$ cat src/rtl/mem_test_seq.sv
// mem_test_seq: script-driven memory test sequencer. One script entry per
// cycle drives the write/read ports of a memory under test and masks-compares
// the returned read data, reporting pass/fail status and first-failure details.
// Latency: memory outputs are combinational from the current entry; status and
// diagnostics are registered. No backpressure: one step executes every RUN cycle.
// Ports: i_clk/i_rst clock and sync reset; i_start run/restart pulse;
//   i_sc_* script write port; o_wr/o_waddr/o_wdata and o_rd/o_raddr/i_rdata
//   memory under test; o_running/o_passed/o_failed status; o_fail_* first
//   mismatch diagnostics; o_pass_cnt saturating completed-pass counter.
// Entry layout, MSB to LSB: wr, waddr, wdata, rd, raddr, expect, mask, last,
//   halt, next.
module mem_test_seq #(
  parameter int    ADDR_SZ   = 8,
  parameter int    DATA_SZ   = 16,
  parameter int    STEP_SZ   = 4,
  parameter int    SETTLE    = 64,
  parameter int    REPEAT    = 1,
  parameter string INIT_FILE = ""
) (
  input  logic                                     i_clk,
  input  logic                                     i_rst,
  input  logic                                     i_start,
  input  logic                                     i_sc_we,
  input  logic [STEP_SZ-1:0]                       i_sc_addr,
  input  logic [3+2*ADDR_SZ+3*DATA_SZ+STEP_SZ:0]   i_sc_data,
  output logic                                     o_wr,
  output logic [ADDR_SZ-1:0]                       o_waddr,
  output logic [DATA_SZ-1:0]                       o_wdata,
  output logic                                     o_rd,
  output logic [ADDR_SZ-1:0]                       o_raddr,
  input  logic [DATA_SZ-1:0]                       i_rdata,
  output logic                                     o_running,
  output logic                                     o_passed,
  output logic                                     o_failed,
  output logic [STEP_SZ-1:0]                       o_fail_step,
  output logic [DATA_SZ-1:0]                       o_fail_got,
  output logic [DATA_SZ-1:0]                       o_fail_exp,
  output logic [15:0]                              o_pass_cnt
);

  // Four single-bit fields (wr, rd, last, halt) plus the multi-bit fields.
  localparam int ENTRY_SZ  = 4 + 2*ADDR_SZ + 3*DATA_SZ + STEP_SZ;
  localparam int NUM_STEPS = 2**STEP_SZ;
  localparam int SC_W      = (SETTLE > 1) ? $clog2(SETTLE) : 1;

  localparam logic [2:0] S_IDLE   = 3'd0;
  localparam logic [2:0] S_SETTLE = 3'd1;
  localparam logic [2:0] S_RUN    = 3'd2;
  localparam logic [2:0] S_PASS   = 3'd3;
  localparam logic [2:0] S_FAIL   = 3'd4;

  typedef struct packed {
    logic               wr;
    logic [ADDR_SZ-1:0] waddr;
    logic [DATA_SZ-1:0] wdata;
    logic               rd;
    logic [ADDR_SZ-1:0] raddr;
    logic [DATA_SZ-1:0] exp_data;
    logic [DATA_SZ-1:0] mask;
    logic               last;
    logic               halt;
    logic [STEP_SZ-1:0] nxt;
  } entry_t;

  logic [ENTRY_SZ-1:0] script [NUM_STEPS] = '{default: '0};

  logic [2:0]         state;
  logic [STEP_SZ-1:0] step;
  logic [SC_W-1:0]    settle_cnt;
  logic [15:0]        pass_cnt;
  logic [STEP_SZ-1:0] fail_step;
  logic [DATA_SZ-1:0] fail_got;
  logic [DATA_SZ-1:0] fail_exp;

  entry_t      cur;
  logic        in_run;
  logic        mismatch;
  logic [15:0] cnt_inc;
  logic        done_reps;
  logic        script_open;

  assign cur    = entry_t'(script[step]);
  assign in_run = (state == S_RUN);

  // A zero mask disables the compare by construction of the masked XOR.
  assign mismatch = in_run && (((i_rdata ^ cur.exp_data) & cur.mask) != '0);

  assign cnt_inc   = (pass_cnt == 16'hFFFF) ? pass_cnt : pass_cnt + 16'd1;
  assign done_reps = (REPEAT != 0) && (cnt_inc == 16'(REPEAT));

  // The script is frozen while a test is in flight.
  assign script_open = (state == S_IDLE) || (state == S_PASS) || (state == S_FAIL);

  always_ff @(posedge i_clk) begin
    if (i_sc_we && script_open) begin
      script[i_sc_addr] <= i_sc_data;
    end
  end

  always_ff @(posedge i_clk) begin
    if (i_rst) begin
      state      <= S_IDLE;
      step       <= '0;
      settle_cnt <= '0;
      pass_cnt   <= '0;
      fail_step  <= '0;
      fail_got   <= '0;
      fail_exp   <= '0;
    end else begin
      case (state)
        S_SETTLE: begin
          if (settle_cnt == '0) begin
            state <= S_RUN;
            step  <= '0;
          end else begin
            settle_cnt <= settle_cnt - 1'b1;
          end
        end
        S_RUN: begin
          // Mismatch wins over halt and last; halt wins over last.
          if (mismatch) begin
            state     <= S_FAIL;
            fail_step <= step;
            fail_got  <= i_rdata;
            fail_exp  <= cur.exp_data;
          end else if (cur.halt) begin
            state <= S_PASS;
          end else if (cur.last) begin
            pass_cnt <= cnt_inc;
            step     <= '0;
            if (done_reps) state <= S_PASS;
          end else begin
            step <= cur.nxt;
          end
        end
        default: begin
          // IDLE, PASS and FAIL all (re)start the same way.
          if (i_start) begin
            state      <= S_SETTLE;
            settle_cnt <= SC_W'(SETTLE - 1);
            step       <= '0;
            pass_cnt   <= '0;
            fail_step  <= '0;
            fail_got   <= '0;
            fail_exp   <= '0;
          end
        end
      endcase
    end
  end

  always_comb begin
    o_wr    = 1'b0;
    o_waddr = '0;
    o_wdata = '0;
    o_rd    = 1'b0;
    o_raddr = '0;
    if (in_run) begin
      o_wr    = cur.wr;
      o_waddr = cur.waddr;
      o_wdata = cur.wdata;
      o_rd    = cur.rd;
      o_raddr = cur.raddr;
    end
  end

  assign o_running   = (state == S_SETTLE) || in_run;
  assign o_passed    = (state == S_PASS);
  assign o_failed    = (state == S_FAIL);
  assign o_fail_step = fail_step;
  assign o_fail_got  = fail_got;
  assign o_fail_exp  = fail_exp;
  assign o_pass_cnt  = pass_cnt;

endmodule

$ cat config.mk
export PLATFORM = sky130hd
export DESIGN_NAME = mem_test_seq
export DESIGN_NICKNAME = d
export VERILOG_FILES = /design/src/rtl/mem_test_seq.sv
export SDC_FILE = /design/constraint.sdc
export NUM_CORES = 1
export LEC_CHECK = 0
export ABC_AREA = 0
export BUFFER_PORTS_ARGS = -buffer_cell sky130_fd_sc_hd__buf_2
export CORE_UTILIZATION = 60
export DETAILED_ROUTE_END_ITERATION = 10
export PLACE_DENSITY_LB_ADDON = 0.2
export SYNTH_ARGS = -nofsm -noshare
export SYNTH_HDL_FRONTEND = slang
export SYNTH_SLANG_ARGS = --single-unit
$ cat constraint.sdc
create_clock -name i_clk -period 22.3 [get_ports i_clk]
set_input_delay 4.46 -clock i_clk [delete_from_list [all_inputs] [get_ports i_clk]]
set_output_delay 4.46 -clock i_clk [all_outputs]
set_load 0.1 [all_outputs]
[Word-level counts from Yosys, hierarchy flattened]
Memory sizes are Yosys's and may differ from the RTL's. A register that Yosys moved wholly into a read port is not among the register bits.
Index checks and enable logic that the tools add are counted.
Storage, ports and cells
  bits in registers: 65
  memories kept: 1
  logic and storage cells: 81
  memory bits (writable): 1152
  output and inout bits: 89
  input port bits: 96
Memory list
  script: depth 16, width 72, rd ports 1, clocked after memory_dff 1, write ports 1, line 65  | logic [ENTRY_SZ-1:0] script [NUM_STEPS] = '{default: '0};
Cells by class
  equal/unequal tests: 14
  $add $sub $neg: 2
  bitwise operators: 4
  reductions and logical operators: 16
  multiplexer cells: 37
Operators with widths (count)
  2-to-1 mux 16 bit: 8
  one-hot mux 16 bit (2 select lines): 3
  2-to-1 mux 4 bit: 8
  2-to-1 mux 3 bit: 6
  adder 16 x 1 -> 16 bit (second input constant): 1
  AND 16 bit: 1
  equality test 16 x 1 -> 1 bit (second input constant): 1
  equality test 16 bit (second input constant): 1
  2-to-1 mux 8 bit: 2
  one-hot mux 4 bit (2 select lines): 2
  nonzero test 16 bit: 1
  XOR 16 bit: 1
  2-to-1 mux 6 bit: 2
  one-hot mux 6 bit (2 select lines): 1
  != test 2 bit (second input constant): 5
  AND reduction 4 bit: 2
  equality test 3 x 2 -> 1 bit (second input constant): 2
  zero test 6 bit: 1
  one-hot mux 3 bit (2 select lines): 1
  AND reduction 3 bit: 2
  subtractor 6 x 1 -> 6 bit (second input constant): 1
  AND reduction 5 bit: 1
  2-to-1 mux 1 bit: 4
  != test 4 x 2 -> 1 bit (second input constant): 1
  other kinds (10): 15

[Longest topological paths before layout]
Gate-level depths: netlist of the first run.
  word-level depth: 8
  depth in mapped cells: 16
  gate-level depth less buffers: 9

[Least setup slack after synthesis of the first run]
No wires, ideal clock.
  kind: in2reg
  start: input i_sc_we
  end: memory script[0][0] (netlist name), enable pin
  required time: 21.708 ns
  setup time: 0.592 ns
  arrival time: 9.898 ns
  cell stages on the path: 3
  path buffers: 0
  path slack: 11.811 ns
  cells stage by stage: o21ai_0 -> or3_1 -> nor3_1
On the way
  longest elaborated chain between the ends: 3
Ends and longest elaborated chain
  from (decl): line 23  | input logic i_sc_we,
  logical AND 1 bit: line 95  | if (i_sc_we && script_open) begin
  2-to-1 mux 1 bit: line 95
  2-to-1 mux 1 bit (implied by the code): line 96  | script[i_sc_addr] <= i_sc_data;
  to (decl): line 65
No other way between the ends.

==> results of run 1 <==
==> stage by stage <==
stage                     utilization [%]  power [W]
after global routing                 68.6    0.00505
final                                68.6    0.00492
after global placement               63.6    0.00301
after CTS                            68.6    0.00495
after floorplan                         -    0.00290
after detailed placement             63.6    0.00302
==> cell families after synthesis <==
group	after synthesis	share of synthesized area (%)
buffers and inverters	141	1.46
adder cells (fa/ha/maj)	2	0.0529
AND/OR/NAND/NOR	278	3.11
AO/OA/AOI/OAI	109	1.71
XOR/XNOR	23	0.426
flip-flops	1221	76.1
multiplexers	393	17.2
==> layout make-up <==
class	instances	area, um^2	share of cell area [%]
inverters	26	100	0.188
multi-input cells	805	10700	20.2
clock inverters	71	674	1.27
flip-flops and latches	1221	36000	67.5
repair buffers	235	1330	2.49
diodes	5	12.5	0.0235
well taps	1040	1300	2.44
clock buffers	151	3150	5.91
==> worst max-delay path: stages, from the launching register on <==
cell,delay [ns]
dfxtp_4,0.64
buf_12,0.59
buf_4,0.80
mux4_2,0.62
mux4_2,0.51
nor2b_1,0.20
buf_2,0.37
==> how the worst max path moves through the flow <==
stage / to / slack [ns] / from / cells after the start
5_1_grt: o_wdata[3] / 12.95 / register / 6
4_1_cts: o_wdata[5] / 13.11 / register / 6
3_3_place_gp: o_wdata[15] / 13.95 / register / 6
2_1_floorplan: script[0][0] / 11.81 / i_sc_we / 3
6_report: o_wdata[5] / 13.31 / register / 6
3_5_place_dp: o_wdata[5] / 13.87 / register / 6
==> cell usage after synthesis (11+ instances only) <==
library cell,count
clkbuf_1,53
buf_2,36
nor3_1,19
edfxtp_1,1152
nand2_1,52
dfxtp_1,69
xnor2_1,13
nand4_1,12
nor2b_1,42
nand3_1,50
o21ai_0,15
mux2i_1,40
nor2_1,42
nand2b_1,11
mux2_2,19
mux4_2,331
nor3b_1,19
a21oi_1,18
a41o_1,16
inv_1,22
==> metal layers <==
| layer | wire length, um | up-vias |
|---|---|---|
| li1 | - | 9587 |
| met1 | 42000 | 12200 |
| met2 | 51800 | 1094 |
| met5 | 122 | - |
| met4 | 2140 | 18 |
| met3 | 9610 | 173 |
==> state kept, by name, indices dropped and copies added (netlist names), named ones only <==
name         flops
o_fail_step      4
step             4
o_fail_exp      16
settle_cnt       6
script        1152
o_fail_got      16
o_pass_cnt      16
state            3
==> report_power, final <==
group	switching, W	internal [W]	total [W]	leakage, nW
combinational	0.000318	0.0000696	0.000387	4.13
clock	0.000833	0.00112	0.00195	1.87
sequential	0.0000201	0.00257	0.00259	10.9
total	0.00117	0.00375	0.00492	16.9
==> impl_results.md, run 1 <==
* Met2 usage at 43.7%
* CTS clk-pin slew, worst paths at 0.06 ns
* Setup_tns at 0 ns
* Worst slack at placement at 13.87 ns
* Hold WC Path Type: register to register
* Via-per-instance ratio at 6.50
* # DRC at 0
* CTS tree: yes
* Clock skew at 0.0357 ns
* EDFF count, synth at 1152
* Syn_area_per_cell at 21.8 um^2
* Leading area contributor after synthesis: edfxtp_1
* CP Class: register to output pin
* Rows at 102
* First-pass GRT wire length at 153 mm
* Hold Worst Slack at 0.473 ns
* Setup crit start kind: register
* Design area at 0.0533 mm^2
* Total power density per cell area at 92.3 mW/mm^2
* Netlist cell types at 67
* CP Capture Type: output pin
* Hold path depth at 2
* Core ar. at 0.0777 mm^2
* Met3 GRT Util at 5.86%
* Final setup viols at 0
* Number of DRC markers in iteration 0 at 2723
* CTS Buffer Depth at 3
* Final period util at 40.3%
* I/O pins at 185
* Busiest grt layer: met2
* Die width at 283 um
* Die Y at 283 um
* Share of layout cells above drive strength 1 at 32.0%
* CTS resizes at 0
* Post-synthesis sequential area ratio at 76.1%
* GPL Wtd Cong at 0.858
* Critical path required time at 17.84 ns
* Final worst setup slack at 13.31 ns
* Peak Freq at 111 MHz
* Gr usage total at 27.1%
* RSZ-0062 raised after global routing: false
* Synth area leaders: edfxtp_1 73%, mux4_2 16%, dfxtp_1 2.9%, mux2i_1 0.85%, nor2b_1 0.56%
* Share of the synthesized area in the top cell type at 73.2%
* Worst-Margin Slew at 1.04 ns
* Min Clock Period, post-route at 8.99 ns
* Final Max Slew Viols at 0
* First-pass DRT Iterations at 5
* Commonest non-fill, non-tap cell in the layout: edfxtp_1
* Largest net degree at the start of global routing at 111
* Clock sink total at 1221
* Clk root buf: clkbuf_16
* H-tree depth at 3
* Mapped cell area at 0.0473 mm^2
* FF+latch count, synth at 1221
* WP data arrival at 4.53 ns
* Worst Hold End: o_fail_exp[7]
* Final hold violations at 0
* Routed WL at 106 mm
* Fin nets at 2504
* Area delta synth->final at 12.7%
* Outcome: complete, no violations
* Total die area at 0.0799 mm^2
* Hold_buf cts at 0
* Initial Util at 60.8%
* Slew HR at 30.5%
* Post-route ant nets at 0
* Dpl hpwl at 53.7 mm
* Filler Cells Inserted at 4727
* Vias in the first global route at 23.2k
* Synth async-reset ratio at 0%
* CTS buffer count at 117
* Pleak at 16.9 nW
* Worst Path Max Fanout at 100
* Syn Inst Count at 2167
* DR WL/cell at 29.7 um
* Met1 usage at 38.6%
* Worst VDD drop at 0.0741 mV
* Placed cell count at 3327
* Yosys warns at 0
* Vias at 23.1k
* Reg2reg setup slack at 16.76 ns
* Finished Layout Cells at 3554
* Reg2Reg Depth at 10
* Synth Net Count at 2265
* Synth Flop Type: edfxtp_1
* Most frequent cells in the layout: 1152 x edfxtp_1, 331 x mux4_2, 184 x buf_2, 119 x clkbuf_16, 66 x dfxtp_1
* GR Overflow Total at 0
* Max Cap Viol at 0
* Clk_lat worst skew at 0.69 ns
* Port Buf Inserts at 184
* Initial antenna violation count at 17
* Hold path start: o_fail_exp[7]
* Setup bufs post-CTS at 0
* Placed inst area at 0.0495 mm^2
No activity file was read; power rests on OpenSTA's default activity.
==> run 2, diff against run 1 <==
--- a/config.mk
+++ b/config.mk
@@ -7,7 +7,7 @@
 export LEC_CHECK = 0
 export ABC_AREA = 0
 export BUFFER_PORTS_ARGS = -buffer_cell sky130_fd_sc_hd__buf_2
-export CORE_UTILIZATION = 60
+export CORE_UTILIZATION = 55
 export DETAILED_ROUTE_END_ITERATION = 10
 export PLACE_DENSITY_LB_ADDON = 0.2
 export SYNTH_ARGS = -nofsm -noshare
==> constraint.sdc (replaced) <==
create_clock -name i_clk -period 7.7 [get_ports i_clk]
set_input_delay 1.54 -clock i_clk [delete_from_list [all_inputs] [get_ports i_clk]]
set_output_delay 1.54 -clock i_clk [all_outputs]
set_load 0.1 [all_outputs]
==> run 2 against run 1 <==
  * Count of clock-buffer cells in the layout up 2
  * Worst hold slack improved by 0.00058 ns
  * Routed wire length grew 1.2%
  * Sequential power grew to 2.9 times the previous value
  * Clock skew is 0.021 ns higher
  * Largest cell class unchanged
  * Sequential share of layout area about the same
  * Power increased to 2.9 times the previous value
  * Final area barely moved
==> impl_results.md, run 2 (same netlist as run 1, synthesis figures left out) <==
* First-pass GRT wire length at 156 mm (+1.8%)
* CTS Buffer Depth at 3 (unchanged)
* Worst VDD drop at 0.249 mV (+240%)
* CP Class: register to output pin
* CTS clk-pin slew, worst paths at 0.06 ns (about the same)
* Worst Path Max Fanout at 131 (+31%)
* Setup bufs post-CTS at 0 (unchanged)
* Min Clock Period, post-route at 5.60 ns
* First-pass DRT Iterations at 5 (unchanged)
* Slew HR at 28.5% (-2.0 points)
* Commonest non-fill, non-tap cell in the layout: edfxtp_1
* Area delta synth->final at 12.6% (about the same)
* Vias at 23.1k (+0.11%)
* Placed inst area at 0.0496 mm^2 (+0.32%)
* Vias in the first global route at 23.5k (+1.2%)
* Total die area at 0.0872 mm^2 (+9.0%)
* Worst-Margin Slew at 1.07 ns (+0.0278 ns)
* CTS tree: yes
* # DRC at 0 (unchanged)
* Clk root buf: clkbuf_16
* Setup crit start kind: register
* Final setup viols at 0 (unchanged)
* Final Max Slew Viols at 0 (unchanged)
* Die width at 295 um (+4.4%)
* Filler Cells Inserted at 5786 (+22%)
* Number of DRC markers in iteration 0 at 2312 (-15%)
* Peak Freq at 179 MHz
* Crit path cell chain: buf_12, mux4_2, mux4_2, nor2b_1, buf_2
* Initial Util at 55.5% (-5.3 points)
* Biggest register: script
* Post-route ant nets at 0 (unchanged)
* Clk_lat worst skew at 0.70 ns (about the same)
* Final period util at 72.7%
* Clock sink total at 1221 (unchanged)
* Die Y at 295 um (+4.4%)
* Setup_tns at 0 ns (unchanged)
* Critical path required time at 6.16 ns (-11.68 ns)
* Most frequent cells in the layout: 1152 x edfxtp_1, 331 x mux4_2, 184 x buf_2, 118 x clkbuf_16, 66 x dfxtp_1
* Hold WC Path Type: register to register
* Dpl hpwl at 55.7 mm (+3.8%)
* Routed WL at 107 mm (+1.2%)
* Fin nets at 2502 (-0.080%)
* Clock skew at 0.0562 ns (+0.0205 ns)
* Reg area at 0.0360 mm^2 (unchanged)
* Share of layout cells above drive strength 1 at 31.4% (-0.64 points)
* Max FFs per register at 1152 (unchanged)
* DR WL/cell at 29.3 um (-1.4%)
* Slowest CP cell: dfxtp_4
* Total power density per cell area at 264 mW/mm^2 (+190%)
* CTS buffer count at 116 (-0.85%)
* Design area at 0.0533 mm^2 (about the same)
* WP data arrival at 4.06 ns (-0.47 ns)
* Worst path most repeated cell: mux4_2
* CP Capture Type: output pin
* Hold_buf cts at 0 (unchanged)
* Crit path largest cell delay at 1.01 ns (+0.21 ns)
* Port Buf Inserts at 184 (unchanged)
* Gr usage total at 24.9% (-2.2 points)
* Largest net degree at the start of global routing at 132 (+19%)
* Rows at 107 (+4.9%)
* RSZ-0062 raised after global routing: false
* Outcome: complete, no violations
* Core ar. at 0.0851 mm^2 (+9.6%)
* Initial antenna violation count at 13 (-4)
* Max Cap Viol at 0 (unchanged)
* Pleak at 16.9 nW (-0.52%)
* GPL Wtd Cong at 0.886 (+3.2%)
* Final hold violations at 0 (unchanged)
* I/O pins at 185 (unchanged)
* H-tree depth at 3 (unchanged)
* Multi-input combinational cell area at 0.0108 mm^2 (about the same)
* CTS resizes at 0 (unchanged)
* Via-per-instance ratio at 6.34 (-2.5%)
* GR Overflow Total at 0 (unchanged)
==> run 2: path summary, 6_finish.rpt <==
check | startpoint | end | slack [ns] | cells past startpoint
min reg2reg | o_fail_exp[8] | o_fail_exp[8] | 0.47 | 2
min | o_fail_exp[8] | o_fail_exp[8] | 0.47 | 2
max reg2reg | register | o_pass_cnt[8] | 2.77 | 10
max | register | o_wdata[5] | 2.10 | 5
==> run 2: stage by stage <==
stage | utilization, % | total power (W) | setup slack, ns | hold slack (ns) | cells
after CTS | 62.5 | 0.0141 | 2.09 | 0.476 | 3647
after global placement | 58.3 | 0.00873 | 2.50 | 0.463 | 3430
after detailed placement | 58.3 | 0.00876 | 2.46 | 0.468 | 3430
after floorplan | - | 0.00840 | 0.131 | 0.444 | 2167
final | 62.6 | 0.0140 | 2.10 | 0.474 | 3649
after global routing | 62.6 | 0.0144 | 1.93 | 0.487 | 3647
==> run 2: worst max-delay path, delay by kind of cell (launching register included) <==
kind                   cells  cell delay, ns
buffers and inverters      2            1.01
multiplexers               2            0.90
AND/OR/NAND/NOR            1            0.21
flip-flops                 1            1.01
==> run 2: report_power, final <==
group,switching [W],total (W),internal (W)
Clock,0.00241,0.00542,0.00301
Sequential,0.0000557,0.00749,0.00743
Combinational,0.000934,0.00114,0.000203
Total,0.00340,0.0140,0.0106
==> run 2: cell type report <==
cell class,instances,area share [%]
multi-input cells,805,20.2
diodes,2,0.00940
flip-flops and latches,1221,67.6
clock inverters,64,1.00
well taps,1144,2.69
repair buffers,234,2.55
inverters,26,0.188
clock buffers,153,5.82
==> run 2: per-layer routing <==
layer / global-route usage [%] / vias up / wire length, um
li1: - / 9586 / -
met1: 35.8 / 12300 / 44000
met2: 40.4 / 1001 / 52100
met3: 4.37 / 169 / 8780
met4: 5.76 / 22 / 1980
met5: 0 / - / 146
==> run 3, diff against run 2 <==
--- a/config.mk
+++ b/config.mk
@@ -5,9 +5,9 @@
 export SDC_FILE = /design/constraint.sdc
 export NUM_CORES = 1
 export LEC_CHECK = 0
-export ABC_AREA = 0
+export ABC_AREA = 1
 export BUFFER_PORTS_ARGS = -buffer_cell sky130_fd_sc_hd__buf_2
-export CORE_UTILIZATION = 55
+export CORE_UTILIZATION = 56
 export DETAILED_ROUTE_END_ITERATION = 10
 export PLACE_DENSITY_LB_ADDON = 0.2
 export SYNTH_ARGS = -nofsm -noshare
==> constraint.sdc (replaced) <==
create_clock -name i_clk -period 4.8 [get_ports i_clk]
set_input_delay 0.96 -clock i_clk [delete_from_list [all_inputs] [get_ports i_clk]]
set_output_delay 0.96 -clock i_clk [all_outputs]
set_load 0.1 [all_outputs]
==> run 3 against run 2 <==
  * Final cell count increased by 50%
  * Worst setup slack got worse by 1.9 ns
  * Area after synthesis increased by 4.2%
  * Sequential cell count unchanged
  * Synthesized cell count increased by 89%
  * Final area increased by 4.0%
  * Count of clock-buffer cells in the layout decreased by 2
  * Power increased by 120%
  * Via count increased by 42%
  * Largest cell class unchanged
  * Largest power group unchanged
  * First-iteration DRC count increased by 69%
  * Non-clock buffer count increased by 37
==> impl_results.md, run 3 <==
* Share of layout cells above drive strength 1 at 11.5% (-20 points)
* WP data arrival at 3.61 ns (-0.45 ns)
* Vias in the first global route at 31.2k (+33%)
* Hold path start: settle_cnt[0]
* CP Class: register to output pin
* Hold WC Path Type: register to register
* CP Capture Type: output pin
* Synth async-reset ratio at 0% (unchanged)
* Port Buf Inserts at 184 (unchanged)
* Area delta synth->final at 12.5%
* Clock skew at 0.0455 ns (-0.0107 ns)
* Setup crit start kind: register
* Syn Inst Count at 4097 (+89%)
* First-pass DRT Iterations at 5 (unchanged)
* CTS resizes at 0 (unchanged)
* Final Max Slew Viols at 0 (unchanged)
* GPL Wtd Cong at 0.840 (-5.1%)
* Rows at 108 (+0.93%)
* Vias at 32.8k (+42%)
* Netlist cell types at 37 (-45%)
* Dpl hpwl at 66.6 mm (+19%)
* Yosys warns at 0 (unchanged)
* Max FFs per register at 1152 (unchanged)
* Hold path depth at 2 (unchanged)
* # DRC at 0 (unchanged)
* Outcome: complete, no violations
* Slew HR at 14.9% (-14 points)
* Fin nets at 4321 (+73%)
* Die width at 299 um (+1.1%)
* Final period util at 95.2%
* Via-per-instance ratio at 5.98 (-5.6%)
* Initial antenna violation count at 18 (+5)
* Core ar. at 0.0869 mm^2 (+2.0%)
* Setup_tns at 0 ns (unchanged)
* Multi-input combinational cell area at 0.0115 mm^2 (+6.6%)
* Synth Net Count at 4195 (+85%)
* Synth area leaders: edfxtp_1 70%, nand2_1 5.6%, nand3_1 4.5%, o21ai_0 3.8%, nor2_1 3.8%
* Clk root buf: clkbuf_16
* Hold Worst Slack at 0.470 ns (-0.00365 ns)
* Die Y at 299 um (+1.1%)
* Total die area at 0.0892 mm^2 (+2.3%)
* Hold_buf cts at 0 (unchanged)
* Total power draw at 0.0306 W (+120%)
* Mapped cell area at 0.0493 mm^2 (+4.2%)
* Max Cap Viol at 0 (unchanged)
* Biggest register: script
* Most frequent cells in the layout: 1152 x edfxtp_1, 733 x nand2_1, 478 x nor2_1, 445 x nand3_1, 372 x o21ai_0
* Leading area contributor after synthesis: edfxtp_1
* CTS clk-pin slew, worst paths at 0.07 ns (about the same)
* EDFF count, synth at 1152 (unchanged)
* Syn_area_per_cell at 12.0 um^2 (-45%)
* Worst VDD drop at 0.441 mV (+77%)
* Clock sink total at 1221 (unchanged)
* CTS Buffer Depth at 3 (unchanged)
* Initial Util at 56.7% (+1.2 points)
* Total power density per cell area at 552 mW/mm^2 (+110%)
* CTS buffer count at 121 (+4.3%)
* First-pass GRT wire length at 192 mm (+23%)
* I/O pins at 185 (unchanged)
* Synth Flop Type: edfxtp_1
* Crit path cell chain: inv_8, buf_12, buf_4, o21ai_0, o221ai_1, nand3_1, a21oi_1, buf_2
* Crit path largest cell delay at 0.52 ns (-0.49 ns)
* Final setup viols at 0 (unchanged)
* Gr usage total at 28.5% (+3.6 points)
* RSZ-0062 raised after global routing: false
* Slowest CP cell: inv_8
* Worst Hold End: settle_cnt[0]
* Worst Path Max Fanout at 103 (-21%)
* Largest net degree at the start of global routing at 204 (+55%)
* Share of the synthesized area in the top cell type at 70.2% (-2.9 points)
* Top delay family on crit path: buffers and inverters
* Commonest non-fill, non-tap cell in the layout: edfxtp_1
* Routed WL at 127 mm (+19%)
* Post-synthesis sequential area ratio at 73.0% (-3.0 points)
* Top-count cell post-synth: edfxtp_1
* Final hold violations at 0 (unchanged)
* Post-route ant nets at 0 (unchanged)
* DR WL/cell at 23.2 um (-21%)
* Setup bufs post-CTS at 0 (unchanged)
* Worst Path Buf+Inv at 4 (+2)
* CTS tree: yes
* Peak Freq at 219 MHz
* Reg2reg setup slack at 0.84 ns (-1.93 ns)
* Reg2Reg Depth at 19 (+9)
* FF+latch count, synth at 1221 (unchanged)
* Reg2Reg Capture Point: o_pass_cnt[9]
* Min Clock Period, post-route at 4.57 ns
* Pleak at 19.8 nW (+17%)
* GR Overflow Total at 0 (unchanged)
* Commonest cells in the netlist: 1152 x edfxtp_1, 733 x nand2_1, 494 x nor2_1
* Filler Cells Inserted at 6460 (+12%)
* Clk_lat worst skew at 0.73 ns (+0.03 ns)
* Critical path required time at 3.84 ns (-2.32 ns)
* Reg area at 0.0360 mm^2 (about the same)
* Number of DRC markers in iteration 0 at 3909 (+69%)
* H-tree depth at 3 (unchanged)
* Worst-Margin Slew at 1.27 ns (+0.204 ns)
[run 3: changes by cell type in the layout (fill, tap and decap cells not counted), sizes merged, moves of 37 or more]
cell    before  now
nand2       52  735
o221ai       1  119
buf        234  271
inv         30  190
mux2i       40    0
mux4       331    0
o21ai       19  392
a21oi       19   84
nor2        42  495
nor2b       42    0
nand3       50  446
[run 3: logic make-up after synthesis]
family,share of synthesized area [%]
simple gates,14.4
compound gates,8.33
buf+inv,3.99
fa+ha+maj,0.0508
flops,73.0
xor+xnor,0.160
[run 3: worst register-to-register path: stages (launching register included)]
cell and delay, ns:
dfxtp_4 0.47, inv_8 0.53, buf_12 0.43, nand2_1 0.12
nand2_1 0.07, nand2_1 0.05, nand3_1 0.12, nand3_1 0.26
nand2_1 0.19, nand2_1 0.07, nand3_1 0.07, nand2_1 0.05
nor2_1 0.16, nand2_1 0.19, nor2_2 0.21, nand2_1 0.08
nand2_2 0.47, nand3_1 0.15, nand2_1 0.09, nor2_1 0.04
[run 3: layer usage]
| metal | wire length, um | GRT usage, % |
|---|---|---|
| met4 | 3280 | 8.77 |
| met3 | 11300 | 4.07 |
| met1 | 52800 | 41.1 |
| met2 | 59900 | 45.3 |
| met5 | 117 | 0 |
[run 3: per-stage QoR]
stage | setup slack [ns] | instance area (um^2) | utilization, % | instances
after floorplan | 0.369 | 49300 | - | 4097
after global placement | 0.970 | 51500 | 59.3 | 5255
after detailed placement | 0.889 | 51500 | 59.3 | 5255
after CTS | 0.215 | 55400 | 63.8 | 5485
after global routing | 0.0790 | 55400 | 63.8 | 5488
final | 0.229 | 55400 | 63.8 | 5489
[run 3: final cells by class]
cell class	count	share of cell area (%)
flip-flops and latches	1221	64.9
multi-input cells	2420	20.7
clock buffers	151	5.68
repair buffers	271	3.36
well taps	1155	2.61
clock inverters	79	1.40
inverters	188	1.31
diodes	4	0.0181
[run 3: how the worst max path moves through the flow]
| stage | start | endpoint | cells after the start |
|---|---|---|---|
| 5_1_grt | register | o_wdata[11] | 8 |
| 3_5_place_dp | register | o_pass_cnt[7] | 19 |
| 6_report | register | o_wdata[13] | 8 |
| 3_3_place_gp | register | register | 19 |
| 2_1_floorplan | state[0] | script[12][0] | 5 |
| 4_1_cts | register | o_wdata[13] | 8 |
[run 3: power by group]
group	switching [W]	internal [W]
sequential	0.000280	0.0121
combinational	0.00675	0.00225
clock	0.00402	0.00526
total	0.0110	0.0196
